[config.mk]
export PLATFORM = sky130hd
export DESIGN_NAME = apb4_cpuif_bridge
export DESIGN_NICKNAME = d
export VERILOG_FILES = /design/src/rtl/apb4_cpuif_bridge.sv
export SDC_FILE = /design/constraint.sdc
export NUM_CORES = 1
export LEC_CHECK = 0
export CORE_MARGIN = 2
export CORE_UTILIZATION = 39
export DETAILED_ROUTE_END_ITERATION = 10
export MAX_ROUTING_LAYER = met4
export PLACE_DENSITY = 0.79
export SLEW_MARGIN = 20
export SYNTH_ARGS = -nofsm -noshare
export SYNTH_HDL_FRONTEND = slang
export SYNTH_SLANG_ARGS = --single-unit
[constraint.sdc]
create_clock -name clk_i -period 5.2 [get_ports clk_i]
set_input_delay 1.56 -clock clk_i [delete_from_list [all_inputs] [get_ports clk_i]]
set_output_delay 1.56 -clock clk_i [all_outputs]
set_load 0.01 [all_outputs]
[src/rtl/apb4_cpuif_bridge.sv]
// apb4_cpuif_bridge
// APB4 slave front end for the register-block cpuif. One transfer is in
// flight at a time. The bridge respects cpuif stalls, accepts only acks of
// the request direction, rejects misaligned addresses, and times out silent
// accesses with PSLVERR. All APB response outputs come straight from flops.
module apb4_cpuif_bridge #(
  parameter int ADDR_WIDTH     = 8,
  parameter int DATA_WIDTH     = 32,
  parameter int TIMEOUT_CYCLES = 64,
  parameter bit ALIGN_CHECK    = 1'b1
) (
  input  logic                    clk_i,
  input  logic                    rst_i,
  input  logic                    psel_i,
  input  logic                    penable_i,
  input  logic                    pwrite_i,
  input  logic [ADDR_WIDTH-1:0]   paddr_i,
  input  logic [2:0]              pprot_i,
  input  logic [DATA_WIDTH-1:0]   pwdata_i,
  input  logic [DATA_WIDTH/8-1:0] pstrb_i,
  output logic                    pready_o,
  output logic [DATA_WIDTH-1:0]   prdata_o,
  output logic                    pslverr_o,
  output logic                    cpuif_req_o,
  output logic                    cpuif_req_is_wr_o,
  output logic [ADDR_WIDTH-1:0]   cpuif_addr_o,
  output logic [DATA_WIDTH-1:0]   cpuif_wr_data_o,
  output logic [DATA_WIDTH-1:0]   cpuif_wr_biten_o,
  input  logic                    cpuif_req_stall_wr_i,
  input  logic                    cpuif_req_stall_rd_i,
  input  logic                    cpuif_rd_ack_i,
  input  logic                    cpuif_rd_err_i,
  input  logic [DATA_WIDTH-1:0]   cpuif_rd_data_i,
  input  logic                    cpuif_wr_ack_i,
  input  logic                    cpuif_wr_err_i
);

  localparam int STRB_WIDTH = DATA_WIDTH / 8;
  // The counter only has to reach TIMEOUT_CYCLES-1: expiry is decided in that cycle.
  localparam int CNT_WIDTH  = (TIMEOUT_CYCLES > 1) ? $clog2(TIMEOUT_CYCLES) : 1;
  localparam bit TO_EN      = (TIMEOUT_CYCLES > 0);
  localparam logic [CNT_WIDTH-1:0]  TO_LAST    =
    CNT_WIDTH'((TIMEOUT_CYCLES > 0) ? (TIMEOUT_CYCLES - 1) : 0);
  localparam logic [ADDR_WIDTH-1:0] ALIGN_MASK = ADDR_WIDTH'(STRB_WIDTH - 1);

  typedef enum logic [1:0] {
    ST_IDLE  = 2'd0,
    ST_ISSUE = 2'd1,
    ST_WAIT  = 2'd2,
    ST_RESP  = 2'd3
  } state_t;

  // Byte strobes become bit enables, one strobe per 8 data bits.
  function automatic logic [DATA_WIDTH-1:0] expand_strb(input logic [STRB_WIDTH-1:0] strb);
    logic [DATA_WIDTH-1:0] biten;
    biten = '0;
    for (int i = 0; i < STRB_WIDTH; i++) begin
      biten[i*8 +: 8] = {8{strb[i]}};
    end
    return biten;
  endfunction

  state_t                  state_q;
  logic                    is_wr_q;
  logic [ADDR_WIDTH-1:0]   addr_q;
  logic [DATA_WIDTH-1:0]   wdata_q;
  logic [DATA_WIDTH-1:0]   biten_q;
  logic [CNT_WIDTH-1:0]    to_cnt_q;
  logic [CNT_WIDTH-1:0]    to_cnt_d;
  logic                    pready_q;
  logic                    pslverr_q;
  logic [DATA_WIDTH-1:0]   prdata_q;

  logic                    stall_s;
  logic                    ack_s;
  logic                    ack_err_s;
  logic [DATA_WIDTH-1:0]   ack_data_s;
  logic                    expire_s;
  logic                    misalign_s;
  logic                    unused_s;

  // Select the stall/ack/err/data of the captured direction; the other direction is ignored.
  always_comb begin
    stall_s    = is_wr_q ? cpuif_req_stall_wr_i : cpuif_req_stall_rd_i;
    ack_s      = is_wr_q ? cpuif_wr_ack_i : cpuif_rd_ack_i;
    ack_err_s  = is_wr_q ? cpuif_wr_err_i : cpuif_rd_err_i;
    ack_data_s = is_wr_q ? {DATA_WIDTH{1'b0}} : cpuif_rd_data_i;
    expire_s   = TO_EN && (to_cnt_q == TO_LAST);
    to_cnt_d   = to_cnt_q + {{(CNT_WIDTH-1){1'b0}}, 1'b1};
    misalign_s = ALIGN_CHECK && ((paddr_i & ALIGN_MASK) != {ADDR_WIDTH{1'b0}});
  end

  // Protection bits are reserved and intentionally unused.
  assign unused_s = ^pprot_i;

  // Transfer FSM; APB response flops are loaded on entry to RESP and cleared elsewhere.
  always_ff @(posedge clk_i or posedge rst_i) begin
    if (rst_i) begin
      state_q   <= ST_IDLE;
      is_wr_q   <= 1'b0;
      addr_q    <= '0;
      wdata_q   <= '0;
      biten_q   <= '0;
      to_cnt_q  <= '0;
      pready_q  <= 1'b0;
      pslverr_q <= 1'b0;
      prdata_q  <= '0;
    end else begin
      case (state_q)
        ST_IDLE: begin
          pready_q  <= 1'b0;
          pslverr_q <= 1'b0;
          prdata_q  <= '0;
          if (psel_i && !penable_i) begin
            is_wr_q  <= pwrite_i;
            addr_q   <= paddr_i;
            wdata_q  <= pwdata_i;
            biten_q  <= pwrite_i ? expand_strb(pstrb_i) : {DATA_WIDTH{1'b0}};
            to_cnt_q <= '0;
            if (misalign_s) begin
              state_q   <= ST_RESP;
              pready_q  <= 1'b1;
              pslverr_q <= 1'b1;
            end else begin
              state_q <= ST_ISSUE;
            end
          end else begin
            state_q <= ST_IDLE;
          end
        end
        ST_ISSUE: begin
          if (!psel_i) begin
            state_q <= ST_IDLE;
          end else if (!stall_s && ack_s) begin
            state_q   <= ST_RESP;
            pready_q  <= 1'b1;
            pslverr_q <= ack_err_s;
            prdata_q  <= ack_data_s;
          end else if (expire_s) begin
            state_q   <= ST_RESP;
            pready_q  <= 1'b1;
            pslverr_q <= 1'b1;
            prdata_q  <= '0;
          end else begin
            to_cnt_q <= to_cnt_d;
            state_q  <= stall_s ? ST_ISSUE : ST_WAIT;
          end
        end
        ST_WAIT: begin
          if (!psel_i) begin
            state_q <= ST_IDLE;
          end else if (ack_s) begin
            state_q   <= ST_RESP;
            pready_q  <= 1'b1;
            pslverr_q <= ack_err_s;
            prdata_q  <= ack_data_s;
          end else if (expire_s) begin
            state_q   <= ST_RESP;
            pready_q  <= 1'b1;
            pslverr_q <= 1'b1;
            prdata_q  <= '0;
          end else begin
            to_cnt_q <= to_cnt_d;
            state_q  <= ST_WAIT;
          end
        end
        ST_RESP: begin
          pready_q  <= 1'b0;
          pslverr_q <= 1'b0;
          prdata_q  <= '0;
          state_q   <= ST_IDLE;
        end
        default: begin
          pready_q  <= 1'b0;
          pslverr_q <= 1'b0;
          prdata_q  <= '0;
          state_q   <= ST_IDLE;
        end
      endcase
    end
  end

  assign pready_o          = pready_q;
  assign pslverr_o         = pslverr_q;
  assign prdata_o          = prdata_q;
  assign cpuif_req_o       = (state_q == ST_ISSUE) && !stall_s;
  assign cpuif_req_is_wr_o = is_wr_q;
  assign cpuif_addr_o      = addr_q;
  assign cpuif_wr_data_o   = wdata_q;
  assign cpuif_wr_biten_o  = biten_q;

endmodule

== Word-level counts from Yosys, hierarchy flattened ==
Index checks and enable logic that the tools add are counted.
Word-level totals
  register bits: 115
  word-level logic and storage cells: 73
  input bits: 90
  output and inout bits: 108
Cells by class
  muxes and demuxes: 42
  reductions and logical operators: 12
  $add $sub $neg: 1
  equality and inequality tests: 9
Operators by type and width (number)
  $mux W32: 7
  $pmux W32 S3: 1
  $mux W6: 6
  $pmux W6 S3: 1
  $mux W1: 17
  $mux W2: 7
  $ne A2 B2 Y1 const B: 5
  $pmux W1 S4: 2
  $pmux W2 S4: 1
  $reduce_bool A8 Y1: 1
  $add A6 B1 Y6 const B: 1
  $eq A6 B6 Y1 const B: 1
  $reduce_and A6 Y1: 1
  $eq A2 B2 Y1 const B: 2
  $reduce_and A2 Y1: 2
  $logic_and A1 B1 Y1: 3
  $reduce_bool A3 Y1: 1
  $eq A2 B1 Y1 const B: 1
  $logic_not A1 Y1: 2
  $logic_not A2 Y1: 1
  $reduce_or A2 Y1: 1

== Depth between registers and ports, before layout ==
Gate-level depths: netlist of the first run.
  depth in word-level cells: 6
  gate-level depth with buffers: 8
  depth with buffers taken out: 6

== Worst setup path after synthesis of the first run ==
Ideal clock, no wire load.
  path type: input -> output
  start point: in cpuif_req_stall_wr_i
  end point: out cpuif_req_o
  data required time: 3640 ps
  setup slack: 1759 ps
  stages on the path: 2
  arrival: 1881 ps
  path through: mux2i_1 -> and2_1
Between the ends
  cells in the longest elaborated chain, start to end: 3
Ends and longest elaborated chain
  start: declaration: line 29  | input logic cpuif_req_stall_wr_i,
  $mux W1: line 84  | stall_s = is_wr_q ? cpuif_req_stall_wr_i : cpuif_req_stall_rd_i;
  $logic_not A1 Y1: line 186  | assign cpuif_req_o = (state_q == ST_ISSUE) && !stall_s;
  $logic_and A1 B1 Y1: line 186
  end: declaration: line 24  | output logic cpuif_req_o,
No other way between the ends.

== Worst setup path in the final report of the first run ==
  start point: in cpuif_req_stall_rd_i
  end point: out cpuif_req_o
Between the ends
  cells in the longest elaborated chain, start to end: 3
Ends and longest elaborated chain
  start: declaration: line 30  | input logic cpuif_req_stall_rd_i,
  $mux W1: line 84
  $logic_not A1 Y1: line 186
  $logic_and A1 B1 Y1: line 186
No other way between the ends.

==> flow_summary.json, run 1 <==
{
  "drc_errors": 0,
  "route.met2.wl_microns": 4700,
  "setup_viol": 0,
  "syn-cell-area_sq_mm": 0.00392,
  "fillCellCount": 767,
  "fin_crit_ps": 4510,
  "dieHeight_microns": 104,
  "worstMarginPinSlew_ps": 788,
  "yosysSeqAreaShare_pct": 55.5,
  "grt_max_degree": 62,
  "cts_tree": "yes",
  "drt_iter0_drc": 142,
  "cp_max_fo": 4,
  "ctsHoldBuffers": 0,
  "die_w_microns": 104,
  "placed_cell_area_sq_mm": 0.00573,
  "antenna_found_initial": 0,
  "cts_buffers": 9,
  "start_kind": "primary input",
  "pin_count": 198,
  "syn_nets": 394,
  "synth.mux.area_fraction_pct": 12.8,
  "row_count": 36,
  "final.setup.tns_ps": 0,
  "nets": 554,
  "finalWeightedCongestion": 0.857,
  "setup.worst_path.end_class": "primary output",
  "core_sq_mm": 0.00977,
  "ff2ff_setup_slack_ps": 2980,
  "top_layer": "met4",
  "dr_wl_met3_microns": 586,
  "synth_warnings": 0,
  "p_leak_uw": 0.00246,
  "peakVddDrop_v": 0.000206,
  "yosysUniqueCellTypes": 43,
  "grt_setup_unrepaired": "no",
  "skew_ps": 7.69,
  "drv_cap": 0,
  "cts_sinks": 87,
  "grt_pass1_vias": 3190,
  "power_density_mw_per_mm2": 352,
  "hold_viol": 0,
  "place_inst": 582,
  "clkTransAtPathRegs_ps": 90,
  "final_area_sq_mm": 0.00598,
  "vias_per_cell": 5.08,
  "vias": 3036,
  "synth_top_family_by_area": "compound AO/OA/AOI/OAI gates",
  "clk_latency_ps": 350,
  "slew_headroom_pct": 47.3,
  "min_period_over_period_pct": 86.8,
  "synth_fa_ha_area_share_pct": 1.28,
  "cts_buffer_depth": 2,
  "synthToLayoutAreaGrowth_pct": 52.5,
  "syn_inst": 300,
  "wl_met1_microns": 3960,
  "clock.fmax_ghz": 0.222,
  "post_route_cells_drive_above_1_share_pct": 15.3,
  "ant_nets": 0,
  "grt.total_usage_pct": 18.3,
  "firstDrtPassIters": 4,
  "yosys.area_share.xor_xnor_pct": 0,
  "fin_hold_ws_ps": 510,
  "fin_cells": 598,
  "overflow": 0,
  "syn_area_per_cell_sq_um": 13.1,
  "grt_pass1_wl_microns": 15800,
  "wirelength_microns": 9380,
  "num_antenna_cells": 0,
  "cts_setup_buffers": 0,
  "crit_arrival_ps": 2950,
  "numPortBuffers": 194,
  "dieArea_sq_mm": 0.0109,
  "cp.required_ps": 3640,
  "critPathKind": "primary input to primary output",
  "synth_seq_cells": 87,
  "synth_compound_area_share_pct": 16.6,
  "wl_per_cell_microns": 15.7,
  "drv_slew": 0,
  "cts_resized": 0,
  "hp-class": "flop to flop",
  "cts-htree-levels": 3,
  "status": "complete, no violations",
  "dp_hpwl_microns": 6920,
  "initial_core_util_pct": 40.1,
  "synth-simple-area-share_pct": 4.92,
  "clockRootBuffer": "clkbuf_8"
}
## through the flow
step / utilization, % / power, uW / setup WS, ps
finish: 61.2 / 2100 / 688
global route: 61.2 / 2210 / 639
CTS: 61.2 / 2130 / 692
detailed placement: 58.6 / 1540 / 702
global placement: 58.6 / 1510 / 691
floorplan: - / 1200 / 1390
## registers in the layout, indices dropped and copies added, names as in the netlist
signal	flops
cpuif_addr_o	8
cpuif_req_is_wr_o	1
to_cnt_q	6
pslverr_o	1
cpuif_wr_biten_o	4
cpuif_wr_data_o	32
prdata_o	32
pready_o	1
state_q	2
## Yosys cell counts, drive strengths merged
| cell | n | area (sq um) |
|---|---|---|
| a2111oi | 3 | 45.1 |
| a21oi | 4 | 23.8 |
| a221oi | 2 | 17.5 |
| a22o | 2 | 17.5 |
| a22oi | 3 | 22.5 |
| a2bb2oi | 2 | 23.8 |
| a32o | 33 | 330 |
| and2 | 4 | 27.5 |
| and3 | 2 | 13.8 |
| buf | 42 | 299 |
| clkbuf | 5 | 18.8 |
| dfrtp | 87 | 2180 |
| ha | 4 | 50.1 |
| inv | 8 | 30.0 |
| mux2 | 41 | 462 |
| mux2i | 4 | 40.0 |
| nand2 | 14 | 52.6 |
| nand2b | 3 | 18.8 |
| nand3 | 1 | 5.00 |
| nand3b | 1 | 11.3 |
| nor2 | 9 | 33.8 |
| nor2b | 1 | 8.76 |
| nor3 | 3 | 15.0 |
| o2111a | 1 | 11.3 |
| o211ai | 2 | 15.0 |
| o21a | 1 | 15.0 |
| o21ai | 9 | 56.3 |
| o21ba | 1 | 16.3 |
| o21bai | 1 | 7.51 |
| o221ai | 1 | 8.76 |
| o22ai | 2 | 12.5 |
| o31ai | 1 | 7.51 |
| o32a | 2 | 20.0 |
| or2 | 1 | 6.26 |
## worst paths after layout
kind                                      start                   to  depth (start not counted)
setup reg to reg                     state_q[1]         prdata_o[25]                          6
setup / recovery           cpuif_req_stall_rd_i          cpuif_req_o                          4
hold / removal                         pready_o             pready_o                          1
hold reg to reg                        pready_o             pready_o                          1
min in group asynchronous                 rst_i  cpuif_wr_data_o[21]                          2
max in group asynchronous                 rst_i          prdata_o[1]                          3
## placed cells by master (no fill, tap or decap), types with 4 or more instances in the layout
cell type / count
clkdlybuf4s50_1: 194
clkbuf_8: 10
inv_1: 7
mux2i_1: 4
mux2_2: 41
nand2_1: 14
nor2_1: 9
a32o_1: 33
ha_1: 4
dfrtp_1: 87
o21ai_0: 7
## layout make-up
class / instances / area, sq um / share of cell area [%]
clock buffer: 10 / 138 / 2.30
clock inverter: 6 / 115 / 1.93
inverter: 8 / 31.3 / 0.523
multi-input combinational: 158 / 1400 / 23.3
sequential: 87 / 2180 / 36.4
tap: 133 / 166 / 2.78
timing repair buffer: 196 / 1960 / 32.7
## report_power, final
| part | total [uW] | switching [uW] | internal (uW) |
|---|---|---|---|
| sequential | 850 | 68.3 | 782 |
| combinational | 666 | 267 | 398 |
| clock | 587 | 251 | 336 |
| total | 2100 | 587 | 1520 |
## worst max-delay path, stage by stage
cell and delay [ps]:
clkdlybuf4s50_1 470, mux2i_1 210, and2_1 160, clkdlybuf4s50_1 550
## logic make-up after synthesis
family | count (synthesis)
flip-flops | 87
AO/OA/AOI/OAI | 70
buffers and inverters | 55
multiplexers | 45
AND/OR/NAND/NOR | 39
adder cells (fa/ha/maj) | 4
## routing by layer
layer	up-vias	GRT usage (%)
li1	1402	-
met1	1486	23.0
met2	135	29.5
met3	13	3.95
met4	0	6.08
met5	-	-
No activity file was read; power rests on OpenSTA's default activity.
==> run 2, diff against run 1 <==
--- a/config.mk
+++ b/config.mk
@@ -5,11 +5,12 @@
 export SDC_FILE = /design/constraint.sdc
 export NUM_CORES = 1
 export LEC_CHECK = 0
+export ABC_AREA = 1
 export CORE_MARGIN = 2
 export CORE_UTILIZATION = 39
 export DETAILED_ROUTE_END_ITERATION = 10
 export MAX_ROUTING_LAYER = met4
-export PLACE_DENSITY = 0.79
+export PLACE_DENSITY = 0.78
 export SLEW_MARGIN = 20
 export SYNTH_ARGS = -nofsm -noshare
 export SYNTH_HDL_FRONTEND = slang
==> flow_summary.json, run 2 <==
{
  "drt_iter0_drc": 252,
  "finalWeightedCongestion": 0.817,
  "dp_hpwl_microns": 7580,
  "grt_setup_unrepaired": "no",
  "critPathKind": "primary input to primary output",
  "drc_errors": 0,
  "hold_viol": 0,
  "min_path_cells": 2,
  "worst_path_max_delay_cell": "clkdlybuf4s50_1",
  "worstPathCellList": "clkdlybuf4s50_1 > nand2_1 > nand3_1 > inv_1 > clkdlybuf4s50_1",
  "setup_slack_ps": 893,
  "final_area_sq_mm": 0.00609,
  "p_total_uw": 1960,
  "row_count": 37,
  "r2r_cells": 6,
  "cts-htree-levels": 3,
  "cp_max_fo": 2,
  "grt_pass1_wl_microns": 16600,
  "synth-edff-count": 0,
  "die_w_microns": 106,
  "status": "complete, no violations",
  "cts_buffers": 9,
  "fillCellCount": 907,
  "slowest_delay_ps": 530,
  "cts_tree": "yes",
  "synthTopCellsByArea": "dfrtp_1 54%, nand2_1 18%, o21ai_2 6.5%",
  "syn_nets": 556,
  "clock.fmax_ghz": 0.232,
  "vias_per_cell": 4.55,
  "cts_buffer_depth": 2,
  "seq_area_sq_mm": 0.00218,
  "core_sq_mm": 0.0102,
  "clk_latency_ps": 350,
  "pin_count": 198,
  "cts_sinks": 87,
  "wl_per_cell_microns": 13.1,
  "layout_commonest_cell": "nand2_1",
  "slew_headroom_pct": 39.6,
  "cp.required_ps": 3640,
  "cts_resized": 0,
  "placed_cell_area_sq_mm": 0.00588,
  "initial_core_util_pct": 39.7,
  "synth_top_area_share_pct": 53.9,
  "wirelength_microns": 10100,
  "dieHeight_microns": 106,
  "setup.worst_path.end_class": "primary output",
  "hp-class": "flop to flop",
  "ys.flop_type": "dfrtp_1",
  "yosysUniqueCellTypes": 27,
  "syn_inst": 462,
  "crit_cells": 5,
  "place_ws_ps": 896,
  "drv_cap": 0,
  "dieArea_sq_mm": 0.0112,
  "cts_setup_buffers": 0,
  "vias": 3507,
  "clkTransAtPathRegs_ps": 80,
  "synth_common_cells": "198 x nand2_1, 87 x dfrtp_1, 48 x inv_1, 30 x o21ai_2, 28 x buf_4",
  "post_route_cells_drive_above_1_share_pct": 9.92,
  "crit_buf_inv": 3,
  "final.setup.tns_ps": 0,
  "firstDrtPassIters": 6,
  "syn-cell-area_sq_mm": 0.00404,
  "critPathTopFamily": "buffers and inverters",
  "async_flop_share_pct": 100,
  "synth_seq_cells": 87,
  "min_period_over_period_pct": 82.8,
  "worstMarginPinSlew_ps": 905,
  "numPortBuffers": 194,
  "overflow": 0,
  "synth_most_common_cell": "nand2_1",
  "worst_path_most_repeated_cell": "clkdlybuf4s50_1",
  "crit_arrival_ps": 2750,
  "ant_nets": 0,
  "synthToLayoutAreaGrowth_pct": 50.8,
  "power_density_mw_per_mm2": 321,
  "skew_ps": 13.4,
  "ctsHoldBuffers": 0,
  "setup_viol": 0,
  "yosysSeqAreaShare_pct": 53.9,
  "num_antenna_cells": 0,
  "peakVddDrop_v": 0.000218,
  "grt.total_usage_pct": 19.0,
  "drv_slew": 0,
  "final_util_pct": 59.8,
  "grt_max_degree": 43,
  "grt_pass1_vias": 3568,
  "fin_crit_ps": 4310,
  "antenna_found_initial": 0,
  "synth_area_leader_cell": "dfrtp_1",
  "p_leak_uw": 0.00278,
  "nets": 724,
  "final_cell_mix": "198 x nand2_1, 194 x clkdlybuf4s50_1, 87 x dfrtp_1",
  "synth_warnings": 0,
  "multi_input_area_sq_mm": 0.00137,
  "syn_area_per_cell_sq_um": 8.75,
  "start_kind": "primary input",
  "clockRootBuffer": "clkbuf_8"
}
## run 2: kinds of logic (layout without fill, tap and decap cells)
logic type | Yosys count | after routing | share of synthesized area, %
buf+inv | 94 | 267 | 12.5
fa+ha+maj | 4 | 4 | 1.24
xor+xnor | 3 | 3 | 0.650
simple gates | 230 | 230 | 23.0
compound gates | 44 | 44 | 8.76
flops | 87 | 87 | 53.9
## run 2: per-stage QoR
step | instances | hold WS, ps
floorplan | 462 | 489
global placement | 754 | 461
detailed placement | 754 | 469
CTS | 770 | 492
global route | 771 | 512
finish | 771 | 488
## run 2: metal layers
layer	share of wire, %	track usage (%)	vias to the layer above	wire (microns)
li1	-	-	1711	-
met1	42	23.5	1650	4280
met2	50	31.4	140	5030
met3	7.3	4.45	6	743
met4	0.70	5.08	0	71
met5	0	-	-	0
## run 2: worst paths after layout
check / slack, ps / end / from
max in group asynchronous: 2790 / cpuif_addr_o[2] / rst_i
worst min-delay path: 490 / cpuif_addr_o[0] / cpuif_addr_o[0]
worst min register to register: 490 / cpuif_addr_o[0] / cpuif_addr_o[0]
worst max register to register: 2870 / prdata_o[23] / state_q[0]
worst max-delay path: 890 / cpuif_req_o / cpuif_req_stall_wr_i
min in group asynchronous: 1630 / prdata_o[12] / rst_i
## run 2: final cells by class
| class | instances | area share [%] |
|---|---|---|
| flip-flops and latches | 87 | 35.7 |
| clock inverters | 6 | 1.15 |
| repair buffers | 200 | 32.7 |
| multi-input cells | 281 | 22.4 |
| inverters | 51 | 3.16 |
| well taps | 136 | 2.79 |
| clock buffers | 10 | 2.09 |
## run 2: power breakdown
| group | internal [uW] | switching [uW] | total, uW |
|---|---|---|---|
| clock network | 225 | 244 | 469 |
| registers | 775 | 75.8 | 851 |
| logic | 344 | 292 | 636 |
## run 2: tightest hold or removal path, delay by kind of cell (launching register included)
family           cells  cell delay (ps)
and+or+nand+nor      2              100
DFF                  1              350
